File: src/rtl/sd_pkg.sv
// rtl/sd_pkg.sv - shared constants, enums and frame builder for the SD SPI init sequencer
package sd_pkg;

    localparam logic [5:0]  CMD0   = 6'd0;
    localparam logic [5:0]  CMD8   = 6'd8;
    localparam logic [5:0]  CMD55  = 6'd55;
    localparam logic [5:0]  ACMD41 = 6'd41;

    // CRC bytes include the trailing stop bit
    localparam logic [7:0]  CRC_CMD0 = 8'h95;
    localparam logic [7:0]  CRC_CMD8 = 8'h87;
    localparam logic [7:0]  CRC_NONE = 8'hFF;

    localparam logic [31:0] CMD8_ARG       = 32'h0000_01AA;
    localparam logic [31:0] ACMD41_ARG_HCS = 32'h4000_0000;
    localparam logic [11:0] CMD8_ECHO      = 12'h1AA;

    localparam logic [6:0]  R1_READY = 7'h00;
    localparam logic [6:0]  R1_IDLE  = 7'h01;
    localparam logic [6:0]  R1_ILLEGAL_IDLE = 7'h05;

    typedef enum logic [2:0] {
        ERR_NONE    = 3'd0,
        ERR_TIMEOUT = 3'd1,
        ERR_CMD0    = 3'd2,
        ERR_CMD8    = 3'd3,
        ERR_RETRY   = 3'd4,
        ERR_R1      = 3'd5
    } err_t;

    typedef enum logic [3:0] {
        ST_IDLE,
        ST_POWERUP,
        ST_LOAD,
        ST_SEND,
        ST_WAIT_RSP,
        ST_CHECK,
        ST_GAP,
        ST_DONE,
        ST_ERR
    } state_t;

    // Assemble the 48-bit command frame: start 01, index, argument, CRC+stop
    function automatic logic [47:0] build_frame(input logic [5:0] idx, input logic v2);
        logic [31:0] arg;
        logic [7:0]  crc;
        arg = 32'h0;
        crc = CRC_NONE;
        case (idx)
            CMD0:    crc = CRC_CMD0;
            CMD8:    begin
                arg = CMD8_ARG;
                crc = CRC_CMD8;
            end
            ACMD41:  arg = v2 ? ACMD41_ARG_HCS : 32'h0;
            default: ;
        endcase
        return {2'b01, idx, arg, crc};
    endfunction

endpackage

File: src/rtl/sd_cmd_shifter.sv
// rtl/sd_cmd_shifter.sv - 48-bit command frame shift register, MSB first
module sd_cmd_shifter (
    input  logic        clk,
    input  logic        reset,
    input  logic        load,
    input  logic        shift,
    input  logic [47:0] frame,
    output logic        sdo,
    output logic        last
);

    logic [47:0] sreg;
    logic [5:0]  bit_cnt;
    logic        active;

    // Shift in ones so the line idles high once the frame has left
    always_ff @(posedge clk) begin
        if (reset) begin
            sreg    <= '1;
            bit_cnt <= 6'd0;
            active  <= 1'b0;
        end else if (load) begin
            sreg    <= frame;
            bit_cnt <= 6'd0;
            active  <= 1'b1;
        end else if (shift && active) begin
            sreg <= {sreg[46:0], 1'b1};
            if (bit_cnt == 6'd47) begin
                active <= 1'b0;
            end else begin
                bit_cnt <= bit_cnt + 6'd1;
            end
        end
    end

    assign sdo  = sreg[47];
    assign last = active && (bit_cnt == 6'd47);

endmodule

File: src/rtl/sd_init_ctrl.sv
// rtl/sd_init_ctrl.sv - SPI-mode SD card initialisation sequencer (CMD0, CMD8, CMD55/ACMD41)
module sd_init_ctrl #(
    parameter int POWERUP_CYCLES = 80,
    parameter int RSP_TIMEOUT    = 1023,
    parameter int ACMD41_RETRIES = 255,
    parameter int GAP_CYCLES     = 8
) (
    input  logic        clk,
    input  logic        reset,
    input  logic        start,
    output logic        cs_n,
    output logic        di,
    output logic [5:0]  cmd_out,
    output logic        rx_reset,
    input  logic        rsp_valid,
    input  logic [39:0] rsp,
    output logic        busy,
    output logic        done,
    output logic        error,
    output logic [2:0]  err_code,
    output logic        v2_card
);

    import sd_pkg::*;

    localparam int PW = $clog2(POWERUP_CYCLES) + 1;
    localparam int TW = $clog2(RSP_TIMEOUT) + 1;
    localparam int GW = $clog2(GAP_CYCLES) + 1;
    localparam int RW = $clog2(ACMD41_RETRIES) + 1;

    localparam logic [PW-1:0] PU_LAST    = PW'(POWERUP_CYCLES - 1);
    localparam logic [TW-1:0] TO_LIMIT   = TW'(RSP_TIMEOUT);
    localparam logic [GW-1:0] GAP_LAST   = GW'(GAP_CYCLES - 1);
    localparam logic [RW-1:0] RETRY_LAST = RW'(ACMD41_RETRIES - 1);

    state_t        state;
    logic [PW-1:0] pu_cnt;
    logic [TW-1:0] to_cnt;
    logic [GW-1:0] gap_cnt;
    logic [RW-1:0] retry_cnt;
    logic          rsp_valid_q;
    logic [6:0]    r1_lo;
    logic [6:0]    r1_hi;
    logic [11:0]   echo;
    logic [5:0]    next_cmd;
    logic          finish;

    logic          sh_last;
    logic          rsp_unused;

    err_t          chk_err;
    logic [5:0]    chk_next;
    logic          chk_finish;
    logic          chk_v2;
    logic          chk_retry;

    // Only the R1 fields and the CMD8 echo matter to the sequencer
    assign rsp_unused = ^{rsp[39], rsp[31:12]};

    sd_cmd_shifter u_shifter (
        .clk   (clk),
        .reset (reset),
        .load  (state == ST_LOAD),
        .shift (state == ST_SEND),
        .frame (build_frame(cmd_out, v2_card)),
        .sdo   (di),
        .last  (sh_last)
    );

    // Qualify the captured response for the command that was just sent
    always_comb begin
        chk_err    = ERR_NONE;
        chk_next   = next_cmd;
        chk_finish = 1'b0;
        chk_v2     = v2_card;
        chk_retry  = 1'b0;
        case (cmd_out)
            CMD0: begin
                if (r1_lo == R1_IDLE) chk_next = CMD8;
                else                  chk_err  = ERR_CMD0;
            end
            CMD8: begin
                if (r1_hi == R1_IDLE && echo == CMD8_ECHO) begin
                    chk_v2   = 1'b1;
                    chk_next = CMD55;
                end else if (r1_hi == R1_ILLEGAL_IDLE) begin
                    chk_next = CMD55;
                end else begin
                    chk_err = ERR_CMD8;
                end
            end
            CMD55: begin
                if (r1_lo == R1_IDLE || r1_lo == R1_READY) chk_next = ACMD41;
                else                                       chk_err  = ERR_R1;
            end
            ACMD41: begin
                if (r1_lo == R1_READY) begin
                    chk_finish = 1'b1;
                end else if (r1_lo == R1_IDLE) begin
                    if (retry_cnt == RETRY_LAST) begin
                        chk_err = ERR_RETRY;
                    end else begin
                        chk_retry = 1'b1;
                        chk_next  = CMD55;
                    end
                end else begin
                    chk_err = ERR_R1;
                end
            end
            default: chk_err = ERR_R1;
        endcase
    end

    // Sequencer FSM with registered outputs
    always_ff @(posedge clk) begin
        if (reset) begin
            state       <= ST_IDLE;
            pu_cnt      <= '0;
            to_cnt      <= '0;
            gap_cnt     <= '0;
            retry_cnt   <= '0;
            rsp_valid_q <= 1'b0;
            r1_lo       <= 7'h0;
            r1_hi       <= 7'h0;
            echo        <= 12'h0;
            next_cmd    <= CMD0;
            finish      <= 1'b0;
            cs_n        <= 1'b1;
            cmd_out     <= 6'd0;
            rx_reset    <= 1'b0;
            busy        <= 1'b0;
            done        <= 1'b0;
            error       <= 1'b0;
            err_code    <= ERR_NONE;
            v2_card     <= 1'b0;
        end else begin
            rx_reset    <= 1'b0;
            rsp_valid_q <= rsp_valid;
            case (state)
                ST_IDLE, ST_DONE, ST_ERR: begin
                    if (start) begin
                        state     <= ST_POWERUP;
                        busy      <= 1'b1;
                        done      <= 1'b0;
                        error     <= 1'b0;
                        err_code  <= ERR_NONE;
                        v2_card   <= 1'b0;
                        cs_n      <= 1'b1;
                        pu_cnt    <= '0;
                        retry_cnt <= '0;
                    end
                end
                ST_POWERUP: begin
                    if (pu_cnt == PU_LAST) begin
                        state    <= ST_LOAD;
                        cmd_out  <= CMD0;
                        rx_reset <= 1'b1;
                        cs_n     <= 1'b0;
                    end else begin
                        pu_cnt <= pu_cnt + PW'(1);
                    end
                end
                ST_LOAD: state <= ST_SEND;
                ST_SEND: begin
                    if (sh_last) begin
                        state  <= ST_WAIT_RSP;
                        to_cnt <= '0;
                    end
                end
                ST_WAIT_RSP: begin
                    if (rsp_valid && !rsp_valid_q) begin
                        state <= ST_CHECK;
                        r1_lo <= rsp[6:0];
                        r1_hi <= rsp[38:32];
                        echo  <= rsp[11:0];
                    end else if (to_cnt == TO_LIMIT) begin
                        state    <= ST_ERR;
                        busy     <= 1'b0;
                        error    <= 1'b1;
                        err_code <= ERR_TIMEOUT;
                        cs_n     <= 1'b1;
                    end else begin
                        to_cnt <= to_cnt + TW'(1);
                    end
                end
                ST_CHECK: begin
                    if (chk_err != ERR_NONE) begin
                        state    <= ST_ERR;
                        busy     <= 1'b0;
                        error    <= 1'b1;
                        err_code <= chk_err;
                        cs_n     <= 1'b1;
                    end else begin
                        state    <= ST_GAP;
                        gap_cnt  <= '0;
                        next_cmd <= chk_next;
                        finish   <= chk_finish;
                        v2_card  <= chk_v2;
                        if (chk_retry) retry_cnt <= retry_cnt + RW'(1);
                    end
                end
                ST_GAP: begin
                    if (gap_cnt == GAP_LAST) begin
                        if (finish) begin
                            state <= ST_DONE;
                            busy  <= 1'b0;
                            done  <= 1'b1;
                            cs_n  <= 1'b1;
                        end else begin
                            state    <= ST_LOAD;
                            cmd_out  <= next_cmd;
                            rx_reset <= 1'b1;
                        end
                    end else begin
                        gap_cnt <= gap_cnt + GW'(1);
                    end
                end
                default: state <= ST_IDLE;
            endcase
        end
    end

endmodule

File: config.mk
export PLATFORM = sky130hd
export DESIGN_NAME = sd_init_ctrl
export DESIGN_NICKNAME = d
export VERILOG_FILES = /design/src/rtl/sd_pkg.sv /design/src/rtl/sd_cmd_shifter.sv /design/src/rtl/sd_init_ctrl.sv
export SDC_FILE = /design/constraint.sdc
export NUM_CORES = 1
export LEC_CHECK = 0
export CAP_MARGIN = 20
export CORE_ASPECT_RATIO = 0.7
export CORE_MARGIN = 8
export CORE_UTILIZATION = 55
export DETAILED_ROUTE_END_ITERATION = 10
export PLACE_DENSITY = 0.77
export SYNTH_ARGS = -nofsm -noshare
export SYNTH_HDL_FRONTEND = slang
export SYNTH_HIERARCHICAL = 1
export SYNTH_SLANG_ARGS = --single-unit
File: constraint.sdc
create_clock -name clk -period 4.6 [get_ports clk]
set_input_delay 0.92 -clock clk [delete_from_list [all_inputs] [get_ports clk]]
set_output_delay 0.92 -clock clk [all_outputs]
set_load 0.02 [all_outputs]
==> run summary, run 1 <==
setup tns final -> 0 ns
slowest cell on the critical path -> dfxtp_1
routability cong. -> 0.867
vias per cell -> 5.88
final setup violating endpoints -> 0
crit-path max FO -> 23
DP Wirelength -> 9890 um
antenna violations before repair -> 0
wire per inst -> 16.6 um
Max transition margin -> 32.6%
Layout fillers -> 863
unrepaired setup endpoints after global routing -> false
Final min period -> 2.74 ns
grt ovf -> 0
clk slew on worst S/H paths -> 0.06 ns
number of global-route vias before repair -> 5310
CP bufs+invs -> 1
Die Width -> 144 um
ranking of synthesized cells by area -> dfxtp_1 40%, a211oi_1 6.1%, o21bai_1 5.8%
top cell type's share of synthesized area -> 40.4%
Hold Path Class -> reg -> reg
Max-cap violations -> 0
asr flop ratio synth -> 0%
Peak Freq -> 365 MHz
Root Driver -> clkbuf_16
H-Tree Depth -> 4
WS Path Type -> reg -> reg
EDFF count, synth -> 0
std cell rows -> 32
Pleak -> 3.13 nW
Syn-to-layout area delta -> 18.5%
TritonCTS buffer count -> 17
CTS tree -> yes
Post-Syn Area -> 6300 um2
Slew @ Worst Pin -> 1.01 ns
most frequent cell after synthesis -> dfxtp_1
Yosys top cell by area -> dfxtp_1
clk sinks -> 127
largest net degree at the start of global routing -> 63
Initial DRT Pass Iterations -> 5
Hold Fails Final Rpt -> 0
synthesized area per cell -> 8.53 um2
CORE AREA -> 11100 um2
final core occ -> 67.3%
final WL -> 15600 um
Post-CTS Resized -> 0
Routed Antenna Nets -> 0
sequential share of the synthesized area -> 40.4%
Initial Utilization -> 56.8%
nets -> 827
Data required, critical path -> 4.96 ns
Ant. Diodes -> 0
first-pass GRT wire length -> 26200 um
FF+latch count, synth -> 127
hold-fix buffers at CTS -> 0
clk_skew -> 0.00705 ns
Synth top cells by count -> 127 x dfxtp_1, 86 x nor2_1, 70 x nand2_1, 51 x a211oi_1, 49 x o21bai_1
yosys warns -> 6
Worst VDD drop -> 0.000302 V
Post-CTS Setup Bufs -> 0
Post-Synthesis Cells -> 738
clk_lat worst skew -> 0.42 ns
worst-path cell chain -> nand2b_1, nor3_1, nand2_1, buf_16, a31oi_2, a22o_1
post-detailed-route DRC marker count -> 0
Worst setup SP type -> register
layout cells sized above 1 -> 9.37%
All-Layer GR Usage -> 21.0%
endpoint type of the worst setup path -> register
io pins -> 60
Netlist cell types -> 74
port buffer count -> 38
top cell family by delay on the critical path -> simple AND/OR/NAND/NOR gates
Max stage delay on crit path -> 0.74 ns
Die H -> 106 um
initial DRC count -> 575
die area -> 15200 um2
top_reg_cell synth -> dfxtp_1
status -> finished clean
Final Max Tran Viols -> 0
clock tree buffer depth -> 2
Critical Path AT -> 3.10 ns
Vias -> 5544
Power Density -> 506 nW/um2
final period utilization -> 59.5%
[worst paths after layout]
kind | startpoint | end | slack (ns) | depth (start not counted)
worst max-delay path | state[2]$_SDFFE_PP0P_ | err_code[1]$_SDFFE_PP0P_ | 1.86 | 6
worst min-delay path | echo[9]$_SDFFE_PP0P_ | echo[9]$_SDFFE_PP0P_ | 0.46 | 2
worst max register to register | state[2]$_SDFFE_PP0P_ | err_code[1]$_SDFFE_PP0P_ | 1.86 | 6
worst min register to register | echo[9]$_SDFFE_PP0P_ | echo[9]$_SDFFE_PP0P_ | 0.46 | 2
[cells by family (layout without fill, tap and decap cells)]
family,count (synthesis),in the layout,synth area share (%)
AOI/OAI and AO/OA,207,207,23.5
xor gates and xnor gates,21,21,2.92
adders and majority gates,6,6,1.19
buffers and inverters,64,87,4.73
DFF,127,127,40.4
muxes,4,4,0.636
other,2,31,0.119
and+or+nand+nor,307,307,26.5
[tightest hold or removal path, cell delays in order (launching register included)]
cell and delay (ns):
dfxtp_1 0.31, nand2_1 0.05, a21oi_1 0.05
[flip-flops by register name (all words and copies together) (netlist names), 3 cells and up]
name	cells
cmd_out	3
echo	6
err_code	3
gap_cnt	4
next_cmd	3
pu_cnt	8
r1_hi	7
r1_lo	6
retry_cnt	9
state	4
to_cnt	11
u_shifter/bit_cnt	6
u_shifter/sreg	48
[stage by stage]
stage	setup WS (ns)	area (um2)	power (mW)	instances	hold WS [ns]
2_1_floorplan	2.45	6410	2.02	767	0.432
3_3_place_gp	1.43	6770	2.20	910	0.441
3_5_place_dp	1.21	6770	2.24	910	0.445
4_1_cts	1.57	7440	3.76	942	0.457
5_1_grt	1.72	7460	3.95	943	0.474
6_report	1.86	7460	3.77	943	0.460
[layer usage]
metal / wire length, um / vias up / global-route usage [%] / share of wire, %
met5: 0 / - / 0 / 0
met1: 7440 / 2651 / 28.1 / 48
met4: 192 / 0 / 6.51 / 1.2
met2: 7200 / 145 / 32.4 / 46
li1: - / 2727 / - / -
met3: 774 / 21 / 5.54 / 5.0
[power breakdown]
group | switching, mW | total, mW | internal, mW | leakage [nW]
sequential | 0.148 | 1.39 | 1.24 | 1.03
clock | 0.509 | 1.50 | 0.994 | 0.309
combinational | 0.544 | 0.881 | 0.337 | 1.80
total | 1.20 | 3.77 | 2.57 | 3.13
[cell type report]
cell class,count,area [um2],area share [%]
multi-input combinational,576,3580,47.9
tap,153,191,2.56
clock inverter,12,206,2.77
inverter,9,33.8,0.453
sequential,127,2540,34.1
timing repair buffer,46,455,6.10
clock buffer,20,457,6.12
[cell usage in the layout, fill, tap and decap left out, types with 11 or more instances in the layout]
cell	n
dfxtp_1	127
nor2_1	86
nand2_1	70
a211oi_1	51
o21bai_1	49
and3_1	45
a21oi_1	43
clkdlybuf4s50_1	37
conb_1	31
xor2_1	20
o21ai_0	19
nand3_1	18
clkbuf_16	17
nand4_1	11
Power figures use the tool's default switching activity.
==> inputs of run 2 (changes only) <==
CORE_UTILIZATION = 52   (was 55)
PLACE_DENSITY = 0.76   (was 0.77)
clock period = 2.5 ns   (was 4.6 ns; I/O delays follow)
==> run 2 against run 1 <==
Net effect: via count grew 1.1%; final area increased by 1.4%; register-to-register slack lost 1.7 ns; sequential power is 79% higher; critical endpoint is now next_cmd[4]$_SDFFE_PP0P_; largest cell class unchanged; largest power group is now registers; highest routed layer unchanged.
==> run summary, run 2 (synthesis results as in run 1) <==
status -> finished clean
DP Wirelength -> 10100 um
final core occ -> 64.3%
endpoint type of the worst setup path -> register
H-Tree Depth -> 4
nets -> 850
Hold Fails Final Rpt -> 0
Max-cap violations -> 0
setup tns final -> 0 ns
vias per cell -> 5.78
Reg with most FFs -> u_shifter/sreg
hold-fix buffers at CTS -> 0
Die H -> 108 um
Die Width -> 148 um
Peak Freq -> 428 MHz
WS Path Type -> reg -> reg
Syn-to-layout area delta -> 20.2%
layout cells sized above 1 -> 11.7%
Data required, critical path -> 2.78 ns
Final Max Tran Viols -> 0
CTS tree -> yes
clock tree buffer depth -> 2
crit-path max FO -> 7
clk_lat worst skew -> 0.42 ns
Root Driver -> clkbuf_16
Max transition margin -> 65.3%
CORE AREA -> 11800 um2
post-detailed-route DRC marker count -> 0
All-Layer GR Usage -> 19.3%
Final min period -> 2.34 ns
Routed Antenna Nets -> 0
final WL -> 15200 um
Initial DRT Pass Iterations -> 5
unrepaired setup endpoints after global routing -> false
clk slew on worst S/H paths -> 0.06 ns
wire per inst -> 15.6 um
std cell rows -> 33
max reg flops -> 48
clk sinks -> 127
Worst setup SP type -> register
biggest regs -> u_shifter/sreg x48, to_cnt x11, retry_cnt x9
Power Density -> 893 nW/um2
Hold Path Class -> in -> reg
Pleak -> 3.22 nW
final period utilization -> 93.5%
routability cong. -> 0.874
grt ovf -> 0
final setup violating endpoints -> 0
first-pass GRT wire length -> 25700 um
die area -> 15900 um2
antenna violations before repair -> 0
Post-CTS Setup Bufs -> 0
Power Total -> 6.76 mW
commonest non-fill, non-tap cell in the layout -> dfxtp_1
clk_skew -> 0.0120 ns
Ant. Diodes -> 0
Vias -> 5604
number of global-route vias before repair -> 5250
Worst VDD drop -> 0.000561 V
Initial Utilization -> 53.5%
Slew @ Worst Pin -> 0.521 ns
initial DRC count -> 471
largest net degree at the start of global routing -> 53
most frequent cells in the layout -> 127 x dfxtp_1, 86 x nor2_1, 70 x nand2_1, 51 x a211oi_1, 49 x o21bai_1
Post-CTS Resized -> 0
io pins -> 60
Critical Path AT -> 2.62 ns
port buffer count -> 38
TritonCTS buffer count -> 17
[run 2: cell types whose count changed in the layout (fill, tap and decap cells not counted), moves of 2 or more]
cell,previous run,this run
buf_4,7,29
bufinv_16,5,2
inv_6,2,0
buf_12,0,2
clkinv_2,0,2
[run 2: worst paths after layout]
| kind | startpoint | endpoint | slack (ns) | cells after the start |
|---|---|---|---|---|
| max | echo[8]$_SDFFE_PP0P_ | next_cmd[4]$_SDFFE_PP0P_ | 0.16 | 7 |
| min | reset | rsp_valid_q$_SDFF_PP0_ | 0.38 | 2 |
| max reg2reg | echo[8]$_SDFFE_PP0P_ | next_cmd[4]$_SDFFE_PP0P_ | 0.16 | 7 |
| min reg2reg | echo[9]$_SDFFE_PP0P_ | echo[9]$_SDFFE_PP0P_ | 0.46 | 2 |
[run 2: area by class of cell]
cell class                 count  area (um2)
fill                         955        4200
multi-input combinational    576        3580
sequential                   127        2540
timing repair buffer          69         633
clock buffer                  22         474
tap                          157         196
clock inverter                 9         110
inverter                       9        33.8
[run 2: stage by stage]
stage          area, um2  worst slack [ns]  hold slack, ns  instances
4_1_cts             7570             0.195           0.375        969
2_1_floorplan       6410             0.349           0.432        767
3_5_place_dp        6980             0.169           0.450        938
3_3_place_gp        6980             0.222           0.440        938
5_1_grt             7570            0.0474           0.388        969
6_report            7570             0.161           0.381        969
[run 2: report_power, final]
part | internal (mW) | switching [mW] | total (mW)
logic | 0.745 | 1.08 | 1.83
registers | 2.28 | 0.210 | 2.49
clock network | 1.54 | 0.894 | 2.43
total | 4.57 | 2.19 | 6.76
[run 2: metal layers]
| metal | wire, um | share of wire, % | GRT usage, % | vias to the layer above |
|---|---|---|---|---|
| li1 | - | - | - | 2774 |
| met1 | 7500 | 49 | 26.1 | 2674 |
| met2 | 6670 | 44 | 28.9 | 143 |
| met3 | 855 | 5.6 | 5.80 | 13 |
| met4 | 131 | 0.86 | 6.38 | 0 |
| met5 | 0 | 0 | 0 | - |
[run 2: worst max-delay path, cell delays in order (launching register included)]
cell	delay, ns
dfxtp_1	0.32
nor3b_1	0.39
nand4_1	0.15
a211o_2	0.38
nand4bb_1	0.43
buf_4	0.27
o21ai_0	0.17
a21oi_1	0.10
